==> config.mk <==
export PLATFORM = sky130hd
export DESIGN_NAME = decoder_grant_arbiter
export DESIGN_NICKNAME = d
export VERILOG_FILES = /design/src/rtl/decoder_grant_arbiter_pkg.sv /design/src/rtl/decoder_grant_arbiter_decoder2x4.sv /design/src/rtl/decoder_grant_arbiter.sv
export SDC_FILE = /design/constraint.sdc
export NUM_CORES = 1
export LEC_CHECK = 0
export CAP_MARGIN = 20
export CORE_UTILIZATION = 40
export CTS_BUF_LIST = sky130_fd_sc_hd__clkbuf_2 sky130_fd_sc_hd__clkbuf_4 sky130_fd_sc_hd__clkbuf_8
export DETAILED_ROUTE_END_ITERATION = 8
export GPL_TIMING_DRIVEN = 0
export PLACE_DENSITY_LB_ADDON = 0.12
export SLEW_MARGIN = 20
export SYNTH_ARGS = -nofsm -noshare
export SYNTH_HDL_FRONTEND = slang
export SYNTH_SLANG_ARGS = --single-unit
==> constraint.sdc <==
create_clock -name clk -period 5.05 [get_ports clk]
set_clock_uncertainty 0.2 [all_clocks]
set_input_delay 1.01 -clock clk [delete_from_list [all_inputs] [get_ports clk]]
set_output_delay 1.01 -clock clk [all_outputs]
set_load 0.02 [all_outputs]
==> src/rtl/decoder_grant_arbiter_pkg.sv <==
// Shared definitions for the decoder-driven round-robin grant arbiter.
package dec_arb_pkg;

  localparam int unsigned NUM_REQ = 4;
  localparam int unsigned IDX_W   = 2;

  typedef enum logic [1:0] {
    ST_IDLE  = 2'd0,
    ST_GRANT = 2'd1,
    ST_GAP   = 2'd2
  } state_e;

endpackage

==> src/rtl/decoder_grant_arbiter_decoder2x4.sv <==
// 2-to-4 binary-to-one-hot decoder.
module decoder2x4 (
  input  logic [1:0] a,
  output logic [3:0] y
);

  // One-hot expansion of the binary select.
  always_comb begin
    y    = '0;
    y[a] = 1'b1;
  end

endmodule

==> src/rtl/decoder_grant_arbiter.sv <==
// 4-way round-robin arbiter with hold limit; one-hot grant via decoder2x4.
module decoder_grant_arbiter
  import dec_arb_pkg::*;
#(
  parameter  int unsigned MAX_HOLD = 8,
  localparam int unsigned CNT_W    = $clog2(MAX_HOLD + 1)
) (
  input  logic             clk,
  input  logic             rst_n,
  input  logic [3:0]       req,
  input  logic [3:0]       done,
  output logic [3:0]       gnt,
  output logic [IDX_W-1:0] gnt_idx,
  output logic             gnt_valid,
  output logic             busy,
  output logic             timeout
);

  state_e           state_q, state_d;
  logic [IDX_W-1:0] ptr_q, ptr_d;
  logic [IDX_W-1:0] idx_q, idx_d;
  logic [CNT_W-1:0] cnt_q, cnt_d;
  logic             timeout_q, timeout_d;
  logic             rel_early;
  logic             hold_hit;
  logic [3:0]       dec_y;

  // First requester found scanning p, p+1, ... (mod 4); the reverse loop
  // lets the smallest offset win as the last assignment.
  function automatic logic [IDX_W-1:0] rr_pick(input logic [3:0] r,
                                               input logic [IDX_W-1:0] p);
    logic [IDX_W-1:0] cand;
    rr_pick = p;
    for (int unsigned i = NUM_REQ; i > 0; i--) begin
      cand = p + IDX_W'(i - 1);
      if (r[cand]) rr_pick = cand;
    end
  endfunction

  // Next-state logic: arbitration in IDLE, hold/release in GRANT, one dead GAP cycle.
  always_comb begin
    state_d   = state_q;
    ptr_d     = ptr_q;
    idx_d     = idx_q;
    cnt_d     = cnt_q;
    timeout_d = 1'b0;
    rel_early = done[idx_q] | ~req[idx_q];
    hold_hit  = (cnt_q == CNT_W'(MAX_HOLD - 1));
    case (state_q)
      ST_IDLE: begin
        if (|req) begin
          idx_d   = rr_pick(req, ptr_q);
          cnt_d   = '0;
          state_d = ST_GRANT;
        end
      end
      ST_GRANT: begin
        if (cnt_q != CNT_W'(MAX_HOLD)) cnt_d = cnt_q + CNT_W'(1);
        if (rel_early || hold_hit) begin
          ptr_d     = idx_q + IDX_W'(1);
          state_d   = ST_GAP;
          timeout_d = ~rel_early;
        end
      end
      ST_GAP:  state_d = ST_IDLE;
      default: state_d = ST_IDLE;
    endcase
  end

  // State and datapath registers with asynchronous active-low reset.
  always_ff @(posedge clk or negedge rst_n) begin
    if (!rst_n) begin
      state_q   <= ST_IDLE;
      ptr_q     <= '0;
      idx_q     <= '0;
      cnt_q     <= '0;
      timeout_q <= 1'b0;
    end else begin
      state_q   <= state_d;
      ptr_q     <= ptr_d;
      idx_q     <= idx_d;
      cnt_q     <= cnt_d;
      timeout_q <= timeout_d;
    end
  end

  decoder2x4 u_dec (
    .a (idx_q),
    .y (dec_y)
  );

  assign gnt_valid = (state_q == ST_GRANT);
  assign busy      = (state_q != ST_IDLE);
  assign timeout   = timeout_q;
  assign gnt_idx   = idx_q;
  assign gnt       = dec_y & {NUM_REQ{gnt_valid}};

endmodule

# Word-level counts from Yosys, hierarchy flattened
# Index checks and enable logic that the tools add are counted.
word_totals:
  regBits: 11
  in_bits: 10
  word_cells: 62
  out_inout_bits: 9
op_classes:
  eq_ne: 6
  n_bitwise: 4
  n_lt_le_gt_ge: 6
  add_sub_neg: 5
  mux: 26
  reduce_logical: 10
op_table:
  columns: ["op", "count"]
  rows:
  - ["< comparator 2 x 3 -> 1 bit, second input constant", 5]
  - ["binary-select mux 1 bit (select 2 bit)", 6]
  - ["2-to-1 mux 2 bit", 6]
  - ["2-to-1 mux 1 bit", 9]
  - ["2-to-1 mux 4 bit", 2]
  - ["one-hot mux 4 bit (2 select lines)", 1]
  - ["AND reduction 2 bit", 3]
  - ["adder 2 x 1 -> 2 bit, second input constant", 2]
  - ["adder 2 bit, second input constant", 2]
  - ["adder 4 x 1 -> 4 bit, second input constant", 1]
  - ["AND 4 bit", 1]
  - ["equality test 4 x 3 -> 1 bit, second input constant", 1]
  - ["!= test 2 x 1 -> 1 bit, second input constant", 2]
  - ["!= test 4 bit, second input constant", 1]
  - ["one-hot mux 2 bit (2 select lines)", 1]
  - ["nonzero test 2 bit", 2]
  - ["OR reduction 4 bit", 1]
  - ["AND reduction 3 bit", 1]
  - ["demux 1 bit (select 2 bit)", 1]
  - ["equality test 2 x 1 -> 1 bit, second input constant", 1]
  - [">= comparator 2 x 1 -> 1 bit, second input constant", 1]
  - ["zero test 2 bit", 1]
  - ["!= test 2 bit, second input constant", 1]
  - ["inverter 1 bit", 2]
  - ["3 further kinds", 3]

# Logic depth before layout (Yosys ltp)
logic_depth:
  depth_word: 7
  mapped_depth: 6
  depth_no_buf: 6

# Modules after synthesis
# Synthesis repeated with hierarchy kept, for this count alone.
hier_totals:
  hier_cells: 77
  area_unflattened_um2: 711.9
modules_own_cells:
  columns: ["mod", "seq_area_each_um2", "cells_per_inst", "area_each_um2", "instances"]
  rows:
  - ["decoder_grant_arbiter", 275.3, 73, 685.7, 1]
  - ["decoder2x4", 0.0, 4, 26.3, 1]

# Worst setup path before layout
# Ideal clock, no wire load.
synth_path:
  path_type: "input port to flip-flop"
  startpoint: "in req[0]"
  endpoint: "reg ptr_q[1]"
  path_slack_ns: 2.584
  n_path_buf: 0
  required_time_ns: 4.722
  stages: 4
  arrival_ns: 2.138
  cell_sequence: "nor2b_1 mux4_2 a21boi_4 mux2_1"
synth_via:
  elab_chain_len: 6
synth_rtl:
  columns: ["item", "line", "source"]
  rows:
  - ["start: declaration", "decoder_grant_arbiter.sv:10", "input logic [3:0] req,"]
  - ["binary-select mux 1 bit (select 2 bit)", "decoder_grant_arbiter.sv:47", "rel_early = done[idx_q] | ~req[idx_q];"]
  - ["2-to-1 mux 1 bit (not written as such)", "decoder_grant_arbiter.sv:47", null]
  - ["inverter 1 bit", "decoder_grant_arbiter.sv:47", null]
  - ["bitwise OR 1 bit", "decoder_grant_arbiter.sv:47", null]
  - ["logical OR 1 bit", "decoder_grant_arbiter.sv:59", "if (rel_early || hold_hit) begin"]
  - ["AND reduction 2 bit (no source line)", null, null]
  - ["end signal: assignment", "decoder_grant_arbiter.sv:80", "ptr_q <= ptr_d;"]
  - ["end: declaration", "decoder_grant_arbiter.sv:20", "logic [IDX_W-1:0] ptr_q, ptr_d;"]
# No other way between the ends. The select of a mux whose other input is x is not followed.
# A chain may end at the register's enable or synchronous reset.

# Worst setup path in the final report
layout_path:
  startpoint: "reg state_q[1]"
  endpoint: "out gnt[0]"
layout_via:
  elab_chain_len: 2
layout_rtl:
  columns: ["item", "line", "source"]
  rows:
  - ["start: declaration", "decoder_grant_arbiter.sv:19", "state_e state_q, state_d;"]
  - ["start signal: assignment", "decoder_grant_arbiter.sv:79", "state_q <= state_d;"]
  - ["equality test 2 x 1 -> 1 bit", "decoder_grant_arbiter.sv:92", "assign gnt_valid = (state_q == ST_GRANT);"]
  - ["AND 4 bit", "decoder_grant_arbiter.sv:96", "assign gnt = dec_y & {NUM_REQ{gnt_valid}};"]
  - ["end: declaration", "decoder_grant_arbiter.sv:12", "output logic [3:0] gnt,"]
# No other way between the ends.

==> impl_results.md <==
* Status: finished clean
* Placer Congestion at between 0.7 and 0.8
* Final net count at roughly 110
* GR Util All Layers at between 10% and 20%
* Pwr Density at 518 nW/µm²
* Setup TNS at 0 ns
* Max-slew violations at 0
* Slew of the pin with the lowest slew margin at between 0.5 and 0.6 ns
* RSZ-0062 raised after global routing: no
* Routed vias/inst at between 5 and 6
* Yosys warns at 0
* Hold path cells at 1
* Antenna Nets Post-Route at 0
* Port buffer count at 18
* Area delta synth->final at 32.3%
* Diode count at 0
* Worst r2r dst: ptr_q[1]
* Vias in the first global route at roughly 520
* Iteration-0 DRC Markers at 14
* PostCTS Resize Cnt at 0
* Initial antenna violation count at 0
* Dominant synthesized flop cell: dfrtp_1
* Post-synthesis sequential area ratio at 38.7%
* HPWL Detailed at between 1000 and 1500 µm
* Drt drc at 0
* Reg clk slew, reported paths at about 0.07 ns
* Global-route wire length before repair at roughly 2200 µm
* Arrival time at the worst endpoint at 1.91 ns
* FF-to-FF setup slack at ~3.1 ns
* Hold-fix buffers, CTS at 0
* Mapped cell area at 712 µm²
* Row count at 14
* Multi-input logic area at slightly above 400 µm²
* Cell with the most instances after synthesis: dfrtp_1
* Tcrit/Tclk final at approximately three fifths
* GR peak layer: met2
* Crit path time final at about 3.1 ns
* Synth cell count leaders: dfrtp_1 (11), inv_1 (8), nand2_1 (8)
* End of the worst hold path: cnt_q[2]
* Vias at between 500 and 600
* CTS tree: yes
* Worst R2R Start: gnt_idx[1]
* Aggregate global routing overflow at 0
* Met1 Track Usage GR at 20.4%
* Clk_lat worst skew at about 0.27 ns
* Max Cap Violations at 0
* Starting Density at approximately 45%
* Post-Layout Cell Count at approximately 110
* Seq. cell area at around 280 µm²
* Peak fanout along the critical path at 10
* Hold/Removal Path Class: register to register
* Clk root buf: clkbuf_4
* Nature of the critical path endpoint: output pin
* Maximum operating frequency at between 0.3 and 0.4 GHz
* Distinct cells, synth at 26
* Ports at 19
* Die Span Y at roughly 44 µm
* GR Util met3 at 7.35%
* Synth area leader: dfrtp_1
* Post-synthesis area per instance at roughly 9.5 µm²
* Crit path launch type: register
* Crit Path Category: register to output pin
* Filler cell count at 150
* Die width at ~44 µm
* Postcts setup bufs at 0
* Htree depth at 1
* Share of layout cells above drive strength 1 at roughly 7%
* Total Wirelength at between 1000 and 1500 µm
* Inserted Clock Buffers at 3
* Top cells by area, synth: dfrtp_1 (39%), ha_1 (11%), and2_1 (5.3%), nor2b_1 (5.3%), inv_1 (4.2%)
* Max clock buf depth at 2
* Worst Reg-to-Reg Cells at 4
* Asr flop ratio synth at 100%
* Setup violators final at 0
* Relative slew margins at roughly 67%
* Max VDD drop at approximately 340 µV
* Worst Hold Launch: cnt_q[2]
* FF+latch count, synth at 11
* DIE AREA at about 2000 µm²
* Global Route met2 Usage at about a quarter
* Pre-antenna DRT Iters at 6
* Share of the synthesized area in the top cell type at slightly below 40%
* EDFF count, synth at 0
* Core ar. at 1580 µm²
* Drt wl/cell at ~12 µm
* Largest net degree at the start of global routing at 12
* Syn nets at between 90 and 100
* Worst EP required at ~3.8 ns
* Cells after Synth at 75
* Clk sinks at 11
* Pleak at around 0.42 nW
* Final hold vios at 0
* Post-Place Cells at approximately 110
[how the worst max path moves through the flow]
stage / startpoint / endpoint / slack, ns / depth (start not counted)
CTS: state_q[1] / gnt[0] / 1.91 / 4
detailed placement: req[3] / ptr_q[1] / 1.96 / 5
global placement: req[3] / ptr_q[1] / 1.98 / 5
global route: state_q[1] / gnt[1] / 1.78 / 4
finish: state_q[1] / gnt[0] / 1.93 / 4
floorplan: req[0] / ptr_q[1] / 2.58 / 4
[cells by family (layout without fill, tap and decap cells)]
group / Yosys count / count (layout) / synth area share (%)
simple gates: 31 / 31 / 23.6
compound gates: 13 / 13 / 13.5
xor+xnor: 1 / 1 / 1.23
flops: 11 / 11 / 38.7
buf+inv: 9 / 31 / 4.74
fa+ha+maj: 6 / 6 / 10.5
mux: 4 / 4 / 7.73
[report_power, final]
part	leakage [nW]	switching (W)	internal (W)
registers	0.139	0.0000383	0.000122
clock network	0.0184	0.0000280	0.0000359
logic	0.262	0.000135	0.000129
total	0.420	0.000201	0.000288
[metrics by stage]
| step | total power, W | setup WS (ns) | util [%] | instance area [µm²] | hold WS (ns) |
|---|---|---|---|---|---|
| 2_1_floorplan | 0.000329 | 2.58 | - | 712 | 0.277 |
| 5_1_grt | 0.000532 | 1.78 | 59.8 | 942 | 0.364 |
| 3_5_place_dp | 0.000428 | 1.96 | 57.9 | 912 | 0.317 |
| 4_1_cts | 0.000496 | 1.91 | 59.8 | 942 | 0.327 |
| 3_3_place_gp | 0.000426 | 1.98 | 57.9 | 912 | 0.314 |
| 6_report | 0.000488 | 1.93 | 59.8 | 942 | 0.326 |
[area by class of cell]
| type | count | share of cell area (%) |
|---|---|---|
| sequential | 11 | 29.2 |
| timing repair buffer | 18 | 19.1 |
| buffer | 1 | 0.398 |
| multi-input combinational | 55 | 42.8 |
| tap | 16 | 2.12 |
| inverter | 8 | 3.19 |
| clock buffer | 4 | 3.19 |
[sequential cells by signal, indices dropped and copies added (netlist names)]
signal	flops
ptr_q	2
gnt_idx	2
state_q	2
timeout	1
cnt_q	4
[metal layers]
layer,part of all wire (%),vias up
li1,-,302
met1,54,261
met2,42,13
met3,4.3,0
met4,0,0
met5,0,-
[worst max-delay path, cell delays in order, from the launching register on]
cell and delay, ns:
dfrtp_1 0.37, nor2b_1 0.19, clkbuf_1 0.31, and2_1 0.18, clkdlybuf4s50_1 0.59
[placed cells by master (no fill, tap or decap)]
master,n
inv_1,8
or2_1,1
clkdlybuf4s50_1,18
clkbuf_4,4
and2_1,6
mux4_2,1
a31oi_1,1
a31o_2,1
a21oi_1,2
clkbuf_1,1
o21ai_0,1
a21boi_4,1
nand2_1,8
o21ai_1,2
a222oi_1,1
nand3b_1,2
dfrtp_1,11
nor2_1,2
mux2i_1,1
nand3_1,4
o2bb2ai_1,1
ha_1,6
nor2b_1,6
xnor2_1,1
o22ai_1,3
mux2_1,2
nor3b_1,1
nand4_1,1
(Power assumes the default switching activity.)
